$ cat src/rtl/alert_pkg.sv
// Shared widths, record layout and FSM encoding for the alert collector.
package alert_pkg;
   localparam int unsigned RULE_W_DEF      = 11;
   localparam int unsigned PKT_W_DEF       = 7;
   localparam int unsigned DEDUP_DEPTH_DEF = 8;
   localparam int unsigned FIFO_DEPTH_DEF  = 16;
   localparam int unsigned N_SRC           = 3;
   localparam int unsigned PAY_W           = 12;
   localparam int unsigned REC_W           = 1 + PKT_W_DEF + PAY_W;
   localparam int unsigned UCNT_W          = 10;
   localparam int unsigned DROP_W          = 8;

   localparam logic REC_ALERT   = 1'b0;
   localparam logic REC_SUMMARY = 1'b1;

   typedef enum logic [1:0] {
      ST_COLLECT = 2'd0,
      ST_FLUSH   = 2'd1,
      ST_CLEAR   = 2'd2
   } state_e;

   // Output record: [19] type, [18:12] packet ID, [11:0] payload
   typedef struct packed {
      logic                 rtype;
      logic [PKT_W_DEF-1:0] pkt;
      logic [PAY_W-1:0]     payload;
   } rec_t;

   function automatic rec_t mk_rec(input logic rtype, input logic [PKT_W_DEF-1:0] pkt,
                                   input logic [PAY_W-1:0] payload);
      rec_t r;
      r.rtype   = rtype;
      r.pkt     = pkt;
      r.payload = payload;
      return r;
   endfunction
endpackage

$ cat src/rtl/alert_fifo.sv
// Synchronous record FIFO with valid/ready read side; head entry is held until accepted.
module alert_fifo #(
   parameter int unsigned W     = 20,
   parameter int unsigned DEPTH = 16
) (
   input  logic         clk,
   input  logic         rst_n,
   input  logic         i_wr_valid,
   input  logic [W-1:0] i_wr_data,
   output logic         o_full,
   output logic         o_rd_valid,
   input  logic         i_rd_ready,
   output logic [W-1:0] o_rd_data
);
   localparam int unsigned AW = $clog2(DEPTH);
   localparam int unsigned CW = AW + 1;

   logic [W-1:0]  r_mem [DEPTH];
   logic [AW-1:0] r_wr_ptr;
   logic [AW-1:0] r_rd_ptr;
   logic [CW-1:0] r_count;
   logic          w_push;
   logic          w_pop;

   // A full FIFO refuses writes even when a read happens in the same cycle
   assign o_full     = (r_count == CW'(DEPTH));
   assign o_rd_valid = (r_count != '0);
   assign o_rd_data  = o_rd_valid ? r_mem[r_rd_ptr] : '0;
   assign w_push     = i_wr_valid && !o_full;
   assign w_pop      = o_rd_valid && i_rd_ready;

   always_ff @(posedge clk) begin
      if (w_push) r_mem[r_wr_ptr] <= i_wr_data;
   end

   always_ff @(posedge clk or negedge rst_n) begin
      if (!rst_n) begin
         r_wr_ptr <= '0;
         r_rd_ptr <= '0;
         r_count  <= '0;
      end else begin
         if (w_push) r_wr_ptr <= r_wr_ptr + AW'(1);
         if (w_pop)  r_rd_ptr <= r_rd_ptr + AW'(1);
         case ({w_push, w_pop})
            2'b10:   r_count <= r_count + CW'(1);
            2'b01:   r_count <= r_count - CW'(1);
            default: r_count <= r_count;
         endcase
      end
   end
endmodule

$ cat src/rtl/alert_collector.sv
// Stages rule hits from three sources, dedups them per packet and streams alert/summary records.
// Build option: define ALERT_DROP_CNT_EN to include the saturating dropped-hit counter.
module alert_collector
   import alert_pkg::*;
#(
   parameter int unsigned RULE_W      = RULE_W_DEF,
   parameter int unsigned PKT_W       = PKT_W_DEF,
   parameter int unsigned DEDUP_DEPTH = DEDUP_DEPTH_DEF,
   parameter int unsigned FIFO_DEPTH  = FIFO_DEPTH_DEF
) (
   input  logic              clk,
   input  logic              rst,
   input  logic [RULE_W-1:0] hit_id0,
   input  logic [RULE_W-1:0] hit_id1,
   input  logic [RULE_W-1:0] hit_id2,
   input  logic [PKT_W-1:0]  cur_packet_id,
   input  logic              end_of_packet,
   input  logic              filter_trigger,
   output logic              alert_valid,
   input  logic              alert_ready,
   output logic [REC_W-1:0]  alert_data,
   output logic              busy,
   output logic [DROP_W-1:0] drop_count
);
   localparam int unsigned SEL_W  = 2;
   localparam int unsigned CAM_IW = $clog2(DEDUP_DEPTH);
   localparam int unsigned CAM_CW = $clog2(DEDUP_DEPTH + 1);

   logic [RULE_W-1:0] w_hit  [N_SRC];
   logic [RULE_W-1:0] r_id   [N_SRC];
   logic [PKT_W-1:0]  r_tag  [N_SRC];
   logic [N_SRC-1:0]  r_pend;
   logic [RULE_W-1:0] r_cam  [DEDUP_DEPTH];
   logic [CAM_CW-1:0] r_cam_cnt;
   logic [UCNT_W-1:0] r_ucnt;
   logic [PKT_W-1:0]  r_closing;
   logic              r_filter_seen;
   logic              r_filter_next;
   logic              r_cam_ovf;
   state_e            r_state;

   logic [N_SRC-1:0]  w_elig;
   logic [N_SRC-1:0]  w_load;
   logic [N_SRC-1:0]  w_pend_nxt;
   logic [SEL_W-1:0]  w_sel;
   logic              w_any_elig;
   logic              w_cam_hit;
   logic              w_drain;
   logic              w_alert_wr;
   logic              w_sum_wr;
   logic              w_fifo_full;
   rec_t              w_wr_rec;

   assign w_hit[0] = hit_id0;
   assign w_hit[1] = hit_id1;
   assign w_hit[2] = hit_id2;

   // Arbitration, CAM lookup, FIFO write selection and staging slot updates
   always_comb begin
      w_elig     = '0;
      w_load     = '0;
      w_pend_nxt = '0;
      w_sel      = '0;
      w_cam_hit  = 1'b0;
      for (int i = 0; i < N_SRC; i++)
         w_elig[i] = r_pend[i] && ((r_state == ST_COLLECT) ||
                     ((r_state == ST_FLUSH) && (r_tag[i] == r_closing)));
      w_any_elig = |w_elig;
      for (int i = N_SRC - 1; i >= 0; i--)
         if (w_elig[i]) w_sel = SEL_W'(i);
      for (int i = 0; i < DEDUP_DEPTH; i++)
         if ((CAM_CW'(i) < r_cam_cnt) && (r_cam[i] == r_id[w_sel])) w_cam_hit = 1'b1;
      w_drain    = w_any_elig && (w_cam_hit || !w_fifo_full);
      w_alert_wr = w_any_elig && !w_cam_hit && !w_fifo_full;
      w_sum_wr   = (r_state == ST_FLUSH) && !w_any_elig && !w_fifo_full;
      w_wr_rec   = mk_rec(REC_ALERT, r_tag[w_sel], PAY_W'({1'b0, r_id[w_sel]}));
      if (w_sum_wr)
         w_wr_rec = mk_rec(REC_SUMMARY, r_closing, {r_filter_seen, r_cam_ovf, r_ucnt});
      for (int i = 0; i < N_SRC; i++) begin
         w_load[i]     = (w_hit[i] != '0) && (!r_pend[i] || (w_drain && (w_sel == SEL_W'(i))));
         w_pend_nxt[i] = w_load[i] || (r_pend[i] && !(w_drain && (w_sel == SEL_W'(i))));
      end
   end

   always_ff @(posedge clk or negedge rst) begin
      if (!rst) begin
         r_state       <= ST_COLLECT;
         r_closing     <= '0;
         r_pend        <= '0;
         r_cam_cnt     <= '0;
         r_ucnt        <= '0;
         r_filter_seen <= 1'b0;
         r_filter_next <= 1'b0;
         r_cam_ovf     <= 1'b0;
         busy          <= 1'b0;
         for (int i = 0; i < N_SRC; i++) begin
            r_id[i]  <= '0;
            r_tag[i] <= '0;
         end
         for (int i = 0; i < DEDUP_DEPTH; i++) r_cam[i] <= '0;
      end else begin
         r_pend <= w_pend_nxt;
         busy   <= (|w_pend_nxt) || ((r_state == ST_COLLECT) && end_of_packet) ||
                   (r_state == ST_FLUSH);
         for (int i = 0; i < N_SRC; i++) begin
            if (w_load[i]) begin
               r_id[i]  <= w_hit[i];
               r_tag[i] <= cur_packet_id;
            end
         end
         if (w_alert_wr) begin
            if (r_cam_cnt < CAM_CW'(DEDUP_DEPTH)) begin
               r_cam[r_cam_cnt[CAM_IW-1:0]] <= r_id[w_sel];
               r_cam_cnt                    <= r_cam_cnt + CAM_CW'(1);
            end else begin
               r_cam_ovf <= 1'b1;
            end
            if (r_ucnt != '1) r_ucnt <= r_ucnt + UCNT_W'(1);
         end
         case (r_state)
            ST_COLLECT: begin
               if (filter_trigger) r_filter_seen <= 1'b1;
               if (end_of_packet) begin
                  r_closing <= cur_packet_id;
                  r_state   <= ST_FLUSH;
               end
            end
            ST_FLUSH: begin
               if (filter_trigger) r_filter_next <= 1'b1;
               if (w_sum_wr)       r_state       <= ST_CLEAR;
            end
            default: begin
               // Triggers seen while closing belong to the packet that starts now
               r_cam_cnt     <= '0;
               r_ucnt        <= '0;
               r_cam_ovf     <= 1'b0;
               r_filter_seen <= r_filter_next || filter_trigger;
               r_filter_next <= 1'b0;
               r_state       <= ST_COLLECT;
            end
         endcase
      end
   end

`ifdef ALERT_DROP_CNT_EN
   localparam int unsigned DSUM_W = DROP_W + 1;
   logic [2:0]        w_ndrop;
   logic [DSUM_W-1:0] w_drop_sum;

   always_comb begin
      w_ndrop = '0;
      for (int i = 0; i < N_SRC; i++)
         if ((w_hit[i] != '0) && !w_load[i]) w_ndrop = w_ndrop + 3'd1;
      if (end_of_packet && (r_state != ST_COLLECT)) w_ndrop = w_ndrop + 3'd1;
      w_drop_sum = {1'b0, drop_count} + DSUM_W'(w_ndrop);
   end

   always_ff @(posedge clk or negedge rst) begin
      if (!rst) drop_count <= '0;
      else      drop_count <= w_drop_sum[DROP_W] ? '1 : w_drop_sum[DROP_W-1:0];
   end
`else
   assign drop_count = '0;
`endif

   alert_fifo #(
      .W     (REC_W),
      .DEPTH (FIFO_DEPTH)
   ) u_fifo (
      .clk        (clk),
      .rst_n      (rst),
      .i_wr_valid (w_alert_wr || w_sum_wr),
      .i_wr_data  (w_wr_rec),
      .o_full     (w_fifo_full),
      .o_rd_valid (alert_valid),
      .i_rd_ready (alert_ready),
      .o_rd_data  (alert_data)
   );
endmodule

$ cat config.mk
export PLATFORM = sky130hd
export DESIGN_NAME = alert_collector
export DESIGN_NICKNAME = d
export VERILOG_FILES = /design/src/rtl/alert_pkg.sv /design/src/rtl/alert_fifo.sv /design/src/rtl/alert_collector.sv
export SDC_FILE = /design/constraint.sdc
export NUM_CORES = 1
export LEC_CHECK = 0
export CAP_MARGIN = 20
export CORE_ASPECT_RATIO = 0.5
export CORE_MARGIN = 3
export CORE_UTILIZATION = 55
export DETAILED_ROUTE_END_ITERATION = 7
export MAX_ROUTING_LAYER = met4
export PLACE_DENSITY = 0.73
export SLEW_MARGIN = 20
export SYNTH_ARGS = -nofsm -noshare
export SYNTH_HDL_FRONTEND = slang
export SYNTH_SLANG_ARGS = --single-unit
$ cat constraint.sdc
create_clock -name clk -period 15.8 [get_ports clk]
set_input_delay 3.16 -clock clk [delete_from_list [all_inputs] [get_ports clk]]
set_output_delay 3.16 -clock clk [all_outputs]
set_load 0.1 [all_outputs]
Word-level counts from Yosys, hierarchy flattened:

Memory sizes are Yosys's and may differ from the RTL's.
Cells that the tools add are included.

* $add $sub $neg: 6
* order comparisons: 12
* equality and inequality tests: 26
* mux-type cells: 40
* bitwise logic cells: 4
* reductions and logical operators: 73

Operator list (number)
* bitwise mux 88 bit: 1
* equality test 11 bit: 8
* 2-to-1 mux 20 bit: 2
* demux 11 bit (select 3 bit): 1
* 2-to-1 mux 11 bit: 3
* nonzero test 11 bit: 3
* logical AND 1 bit: 32
* 2-to-1 mux 10 bit: 3
* binary-select mux 11 bit (select 2 bit): 1
* equality test 7 bit: 3
* < comparator 3 x 4 -> 1 bit (first input constant): 4
* AND reduction 2 bit: 8
* binary-select mux 7 bit (select 2 bit): 1
* logical OR 1 bit: 14
* 2-to-1 mux 1 bit: 14
* 2-to-1 mux 7 bit: 2
* adder 4 x 1 -> 4 bit (second input constant): 3
* 2-to-1 mux 4 bit: 3
* adder 10 x 1 -> 10 bit (second input constant): 1
* 2-to-1 mux 2 bit: 5
* inequality test 10 bit (second input constant): 1
* inequality test 2 bit (second input constant): 5
* one-hot mux 5 bit (2 select lines): 1
* logical NOT 1 bit: 9
* 22 further kinds: 33

* register bits: 185
* bits in writable memories: 320
* output and inout port bits: 30
* memories: 1

Memories
* u_fifo.r_mem: words 16, bits a word 20, read ports 1, clocked after memory_dff 0, write ports 1, RTL line alert_fifo.sv:18 `logic [W-1:0] r_mem [DEPTH];`

Depth between registers and ports, before layout:

* depth after elaboration: 30
* mapped depth: 27
* depth with buffers taken out: 21

Cells and area by module:

A second synthesis with hierarchy kept.

* cells, all modules: 1453
* area, all modules: 23064.6 sq um

By module, submodules not included
* alert_fifo: instances 1, cells an instance 580, area each 13197.7 sq um, seq. area each 9934.5 sq um
* alert_collector: instances 1, cells an instance 873, area each 9867.0 sq um, seq. area each 4304.1 sq um

Worst setup path after synthesis:

No wires, ideal clock.

* path type: register to output
* from: reg u_fifo.r_rd_ptr[0]
* to: out alert_data[10]
* arrival time: 3089 ps
* data required time: 12640 ps
* setup slack: 9551 ps
* cell stages (with the launch flop): 6
* buffers on the path: 2
* path through: dfrtp_1 -> clkbuf_1 -> buf_1 -> mux4_2 -> mux4_2 -> nor2b_1

* word-level cells in the longest chain between the ends: 2

RTL lines
* start, declared: RTL line alert_fifo.sv:20 `logic [AW-1:0] r_rd_ptr;`
* start signal, assigned: RTL line alert_fifo.sv:43 `if (w_pop) r_rd_ptr <= r_rd_ptr + AW'(1);`
* memory read (16 x 20 bit)
* 2-to-1 mux 20 bit: RTL line alert_fifo.sv:28 `assign o_rd_data = o_rd_valid ? r_mem[r_rd_ptr] : '0;`
* end, declared: RTL line alert_collector.sv:21 `output logic [REC_W-1:0] alert_data,`

Every way passes these cells.

Worst setup path in the final report:

* from: reg r_state[1]
* to: reg u_fifo.r_count[4]

* word-level cells in the longest chain between the ends: 28

RTL lines
* start, declared: RTL line alert_collector.sv:40 `state_e r_state;`
* start signal, assigned: RTL line alert_collector.sv:87 `r_state <= ST_COLLECT;`
* start signal, assigned: RTL line alert_collector.sv:125 `r_state <= ST_FLUSH;`
* start signal, assigned: RTL line alert_collector.sv:130 `if (w_sum_wr) r_state <= ST_CLEAR;`
* equality test 2 x 1 -> 1 bit: RTL line alert_collector.sv:67, alert_collector.sv:75
* logical AND 1 bit: RTL line alert_collector.sv:67 `((r_state == ST_FLUSH) && (r_tag[i] == r_closing)));`
* logical OR 1 bit: RTL line alert_collector.sv:66 `w_elig[i] = r_pend[i] && ((r_state == ST_COLLECT) ||`
* logical AND 1 bit: RTL line alert_collector.sv:66
* 2-to-1 mux 2 bit (3 in series): RTL line alert_collector.sv:70 `if (w_elig[i]) w_sel = SEL_W'(i);`
* NOT 2 -> 3 bit (not written as such): RTL line alert_collector.sv:72 `if ((CAM_CW'(i) < r_cam_cnt) && (r_cam[i] == r_id[w_sel])) w_cam_hit = 1'b1;`
* binary-select mux 11 bit (select 2 bit): RTL line alert_collector.sv:72
* 2-to-1 mux 11 bit (not written as such) (2 in series): RTL line alert_collector.sv:72
* equality test 11 bit: RTL line alert_collector.sv:72
* logical AND 1 bit: RTL line alert_collector.sv:72
* 2-to-1 mux 1 bit (8 in series): RTL line alert_collector.sv:72
* logical NOT 1 bit: RTL line alert_collector.sv:74 `w_alert_wr = w_any_elig && !w_cam_hit && !w_fifo_full;`
* logical AND 1 bit (2 in series): RTL line alert_collector.sv:74
* logical OR 1 bit *: RTL line alert_collector.sv:172 `.i_wr_valid (w_alert_wr || w_sum_wr),`
* logical AND 1 bit *: RTL line alert_fifo.sv:29 `assign w_push = i_wr_valid && !o_full;`
* equality test 2 x 1 -> 1 bit / equality test 2 bit (equally long branches): RTL line alert_fifo.sv:44 `case ({w_push, w_pop})`
* one-hot mux 5 bit (2 select lines) / nonzero test 2 bit (equally long branches)
* end signal, assigned: RTL line alert_fifo.sv:45 `2'b10: r_count <= r_count + CW'(1);`
* end signal, assigned: RTL line alert_fifo.sv:46 `2'b01: r_count <= r_count - CW'(1);`
* end signal, assigned: RTL line alert_fifo.sv:47 `default: r_count <= r_count;`
* end, declared: RTL line alert_fifo.sv:21 `logic [CW-1:0] r_count;`

Every way passes the cells marked *; elsewhere a longest branch is shown, timed or not. The select of a mux whose other input is x is not followed.
A chain may end at the register's enable or synchronous reset.

==> out/summary.md <==
## Worst setup path
- CP Launch Type: flip-flop
- internal reg-to-reg setup slack: 8020 ps
- Critical Path, Cell by Cell: nand2b_1, nor2_1, a41o_1, o21ai_1, buf_4, a22o_1, xnor2_1, or3_1, nor3_1, a221oi_1, nand3_1, nor2_2, nor2_1, ha_1, xor2_1, ha_1, o21ai_0, a21oi_1, a21oi_1, xor2_1, nor2_1, xor2_1
- cell with the largest stage delay on the worst path: o21ai_1
- Setup Crit Path Kind: reg -> reg
- kind of end point of the critical path: flip-flop
- CP max FO: 22
- worst setup path endpoint: u_fifo.r_count[4]
- Crit path largest cell delay: 880 ps
- Reg-to-Reg End: u_fifo.r_count[4]
- cell depth of the worst flop-to-flop path: 22
- Worst R2R Start: r_state[1]
- WP data arrival: 8240 ps
- Required @ worst endpoint: 16,260 ps
- worst setup path startpoint: r_state[1]

## Placed design
- DP Wirelength: 44.4 mm
- placer congestion estimate: 1.02
- number of port buffers: 66

## Floorplan
- core area: 0.0413 sq mm
- DIE WIDTH: 299 um
- number of cell rows: 52
- full die area: 0.0455 sq mm
- overall die height: 152 um
- initial cell density of the core: 57.0%
- # IOs: 75

## CTS
- post-cts resize count: 0
- # Post-CTS Setup Buffers: 0
- clock slew at the register clock pins of the worst setup and hold paths: 70 ps
- TritonCTS clock tree: yes
- maximum root-to-sink buffer count: 3
- number of buffers inserted by hold repair at cts: 0
- clock insertion delay at the later pin of the skew report: 580 ps
- number of clock sinks: 505
- clock root buffer: clkbuf_16
- Max H-tree Level: 2
- total clock buffers created by CTS: 44

## Final layout
- top library cells by usage in the layout, fill and taps aside: edfxtp_1 (320), dfrtp_1 (183), mux4_2 (100)
- Net count, final: 1,751
- Syn-to-layout area delta: 12.8%
- ratio of cells with drive above 1 in the final layout: 18.4%
- most common cell after layout, fill and taps aside: edfxtp_1

## Global route
- wire length of the first global-routing pass: 104 mm
- via count of the first global-routing pass: 15,549
- antenna violations before repair: 1
- global route total overflow: 0
- gr usage total: 31.6%
- maximum number of pins on one net before global-route repair: 83

## Timing
- number of max-slew violations in the final report: 0
- total setup violations reported at the end of the flow: 0
- Max Clk Rate: 128 MHz
- setup clock skew after layout: 20.7 ps
- RSZ-0062 raised after global routing: false
- relative slew slack: 22.4%
- time the worst path needs with I/O delays and setup: 7780 ps
- Final Hold Viols: 0
- final-layout setup total negative slack: 0 ps
- transition time at the pin with the least slew margin: 1160 ps
- portion of the clock cycle consumed by the worst path in the final layout: 49.3%

## Routing
- Pre-antenna DRT Iters: 8
- total wirelength of the detailed-routed design: 69.4 mm
- number of violations reported at the end of detailed-routing iteration 0: 1,943
- post-detailed-route count of antenna-violating nets: 0
- number of vias after detailed routing: 15,293
- vias per cell: 6.65
- average detailed-routed wire length per instance: 30.2 um
- DR DRC count: 0

## Logic synthesis
- number of flip-flops and latches in the synthesized netlist: 505
- number of synthesized flops with an enable pin: 320
- netlist area before placement: 0.0236 sq mm
- number of distinct library cell variants in the gate-level netlist after synthesis: 84
- warning count from the yosys run: 0
- cell count after synthesis: 1,617
- Post-synth ARST share: 36.6%
- synthesized area divided by synthesized cell count: 14.6 sq um
- main flop type after synthesis: edfxtp_1
- proportion of synthesized chip area in sequential cells: 60.4%

## Flow run
- # Max-Cap Violations: 0

## Run status
- result of the run: complete, no violations

## Hold path
- classification of the worst-slack hold path: reg -> reg

[through the flow]
stage	hold WS (ps)	std cells	utilization [%]	cell area, sq um	setup slack, ps
after floorplan	455	1624	-	23600	9550
after global placement	465	2213	60.5	25000	8230
after detailed placement	489	2214	60.5	25000	8230
after CTS	502	2296	64.3	26600	7780
after global routing	511	2298	64.3	26600	7620
final	499	2298	64.3	26600	8020
[critical path, delay by kind of cell, from the launching register on]
family / cells / cell delay, ps
adder cells (fa/ha/maj): 2 / 600
XOR/XNOR: 4 / 720
flip-flops: 1 / 790
buffers and inverters: 1 / 360
AND/OR/NAND/NOR: 8 / 2190
AO/OA/AOI/OAI: 7 / 2990
[sequential cells by signal, summed over array words and instances (netlist names)]
signal           cells
u_fifo.r_mem       320
r_state              2
r_cam_ovf            1
r_id                33
u_fifo.r_wr_ptr      4
r_filter_next        1
u_fifo.r_count       5
busy                 1
r_ucnt              10
u_fifo.r_rd_ptr      4
r_cam_cnt            4
r_pend               3
r_filter_seen        1
r_closing            7
r_tag               21
r_cam               88
[layout make-up]
cell class	instances	area (sq um)
Tap cell	567	709
Antenna cell	1	2.50
Sequential cell	505	14200
Multi-Input combinational cell	959	8730
Inverter	60	225
Clock inverter	25	339
Clock buffer	57	1220
Timing Repair Buffer	124	1110
Fill cell	2929	14700
[cells by family after synthesis]
group	Yosys count	synth area share, %
and+or+nand+nor	305	6.71
other	1	0.0159
buffers and inverters	160	3.02
xor gates and xnor gates	107	3.98
AOI/OAI and AO/OA	279	8.70
muxes	248	16.5
DFF	505	60.4
adders and majority gates	12	0.637
[cells in the mapped netlist (6+ instances only)]
library cell / number / area share (%)
o2111ai_1: 7 / 0.26
a221oi_1: 10 / 0.37
buf_4: 15 / 0.48
mux2_2: 43 / 2.1
a222oi_1: 8 / 0.34
nor2_1: 64 / 1.0
or4_1: 6 / 0.19
o221ai_1: 7 / 0.26
edfxtp_1: 320 / 41
buf_1: 17 / 0.27
xor2_1: 37 / 1.4
nor4_1: 21 / 0.56
a21oi_1: 32 / 0.68
inv_1: 60 / 0.96
ha_1: 12 / 0.64
o22ai_1: 30 / 0.80
a32oi_1: 8 / 0.30
o21ai_1: 8 / 0.17
o2bb2ai_1: 15 / 0.56
and2_1: 8 / 0.21
mux2_1: 80 / 3.8
nand3_1: 17 / 0.36
clkbuf_1: 49 / 0.78
mux2i_1: 25 / 1.1
nand2_1: 81 / 1.3
o21ai_0: 52 / 1.1
xnor2_1: 70 / 2.6
nand4_1: 17 / 0.45
dfrtp_1: 185 / 20
nand2b_1: 9 / 0.24
nor2b_1: 29 / 0.77
a22oi_1: 19 / 0.61
a31oi_1: 6 / 0.16
buf_2: 14 / 0.30
mux4_2: 100 / 9.6
nor3_1: 23 / 0.49
and4_1: 8 / 0.30
[routing by layer]
| metal | global-route usage [%] | up-vias | share of wire [%] | wire [um] |
|---|---|---|---|---|
| li1 | - | 6423 | - | - |
| met1 | 43.9 | 7874 | 41 | 28700 |
| met3 | 6.89 | 134 | 9.4 | 6490 |
| met4 | 8.26 | 0 | 2.6 | 1770 |
| met2 | 48.1 | 862 | 47 | 32400 |
| met5 | - | - | 0 | 0 |
[worst min path at each step]
| stage | to | cells past startpoint | startpoint |
|---|---|---|---|
| final | u_fifo.r_count[4] | 1 | u_fifo.r_count[4] |
| after detailed placement | u_fifo.r_rd_ptr[3] | 1 | u_fifo.r_rd_ptr[3] |
| after floorplan | u_fifo.r_count[4] | 1 | u_fifo.r_count[4] |
| after global placement | u_fifo.r_rd_ptr[3] | 1 | u_fifo.r_rd_ptr[3] |
| after CTS | u_fifo.r_rd_ptr[3] | 1 | u_fifo.r_rd_ptr[3] |
| after global routing | u_fifo.r_count[4] | 1 | u_fifo.r_count[4] |
Power is left out: the tool's default activity adds up to more than one toggle a clock period on the data nets, which glitch-free logic cannot reach.
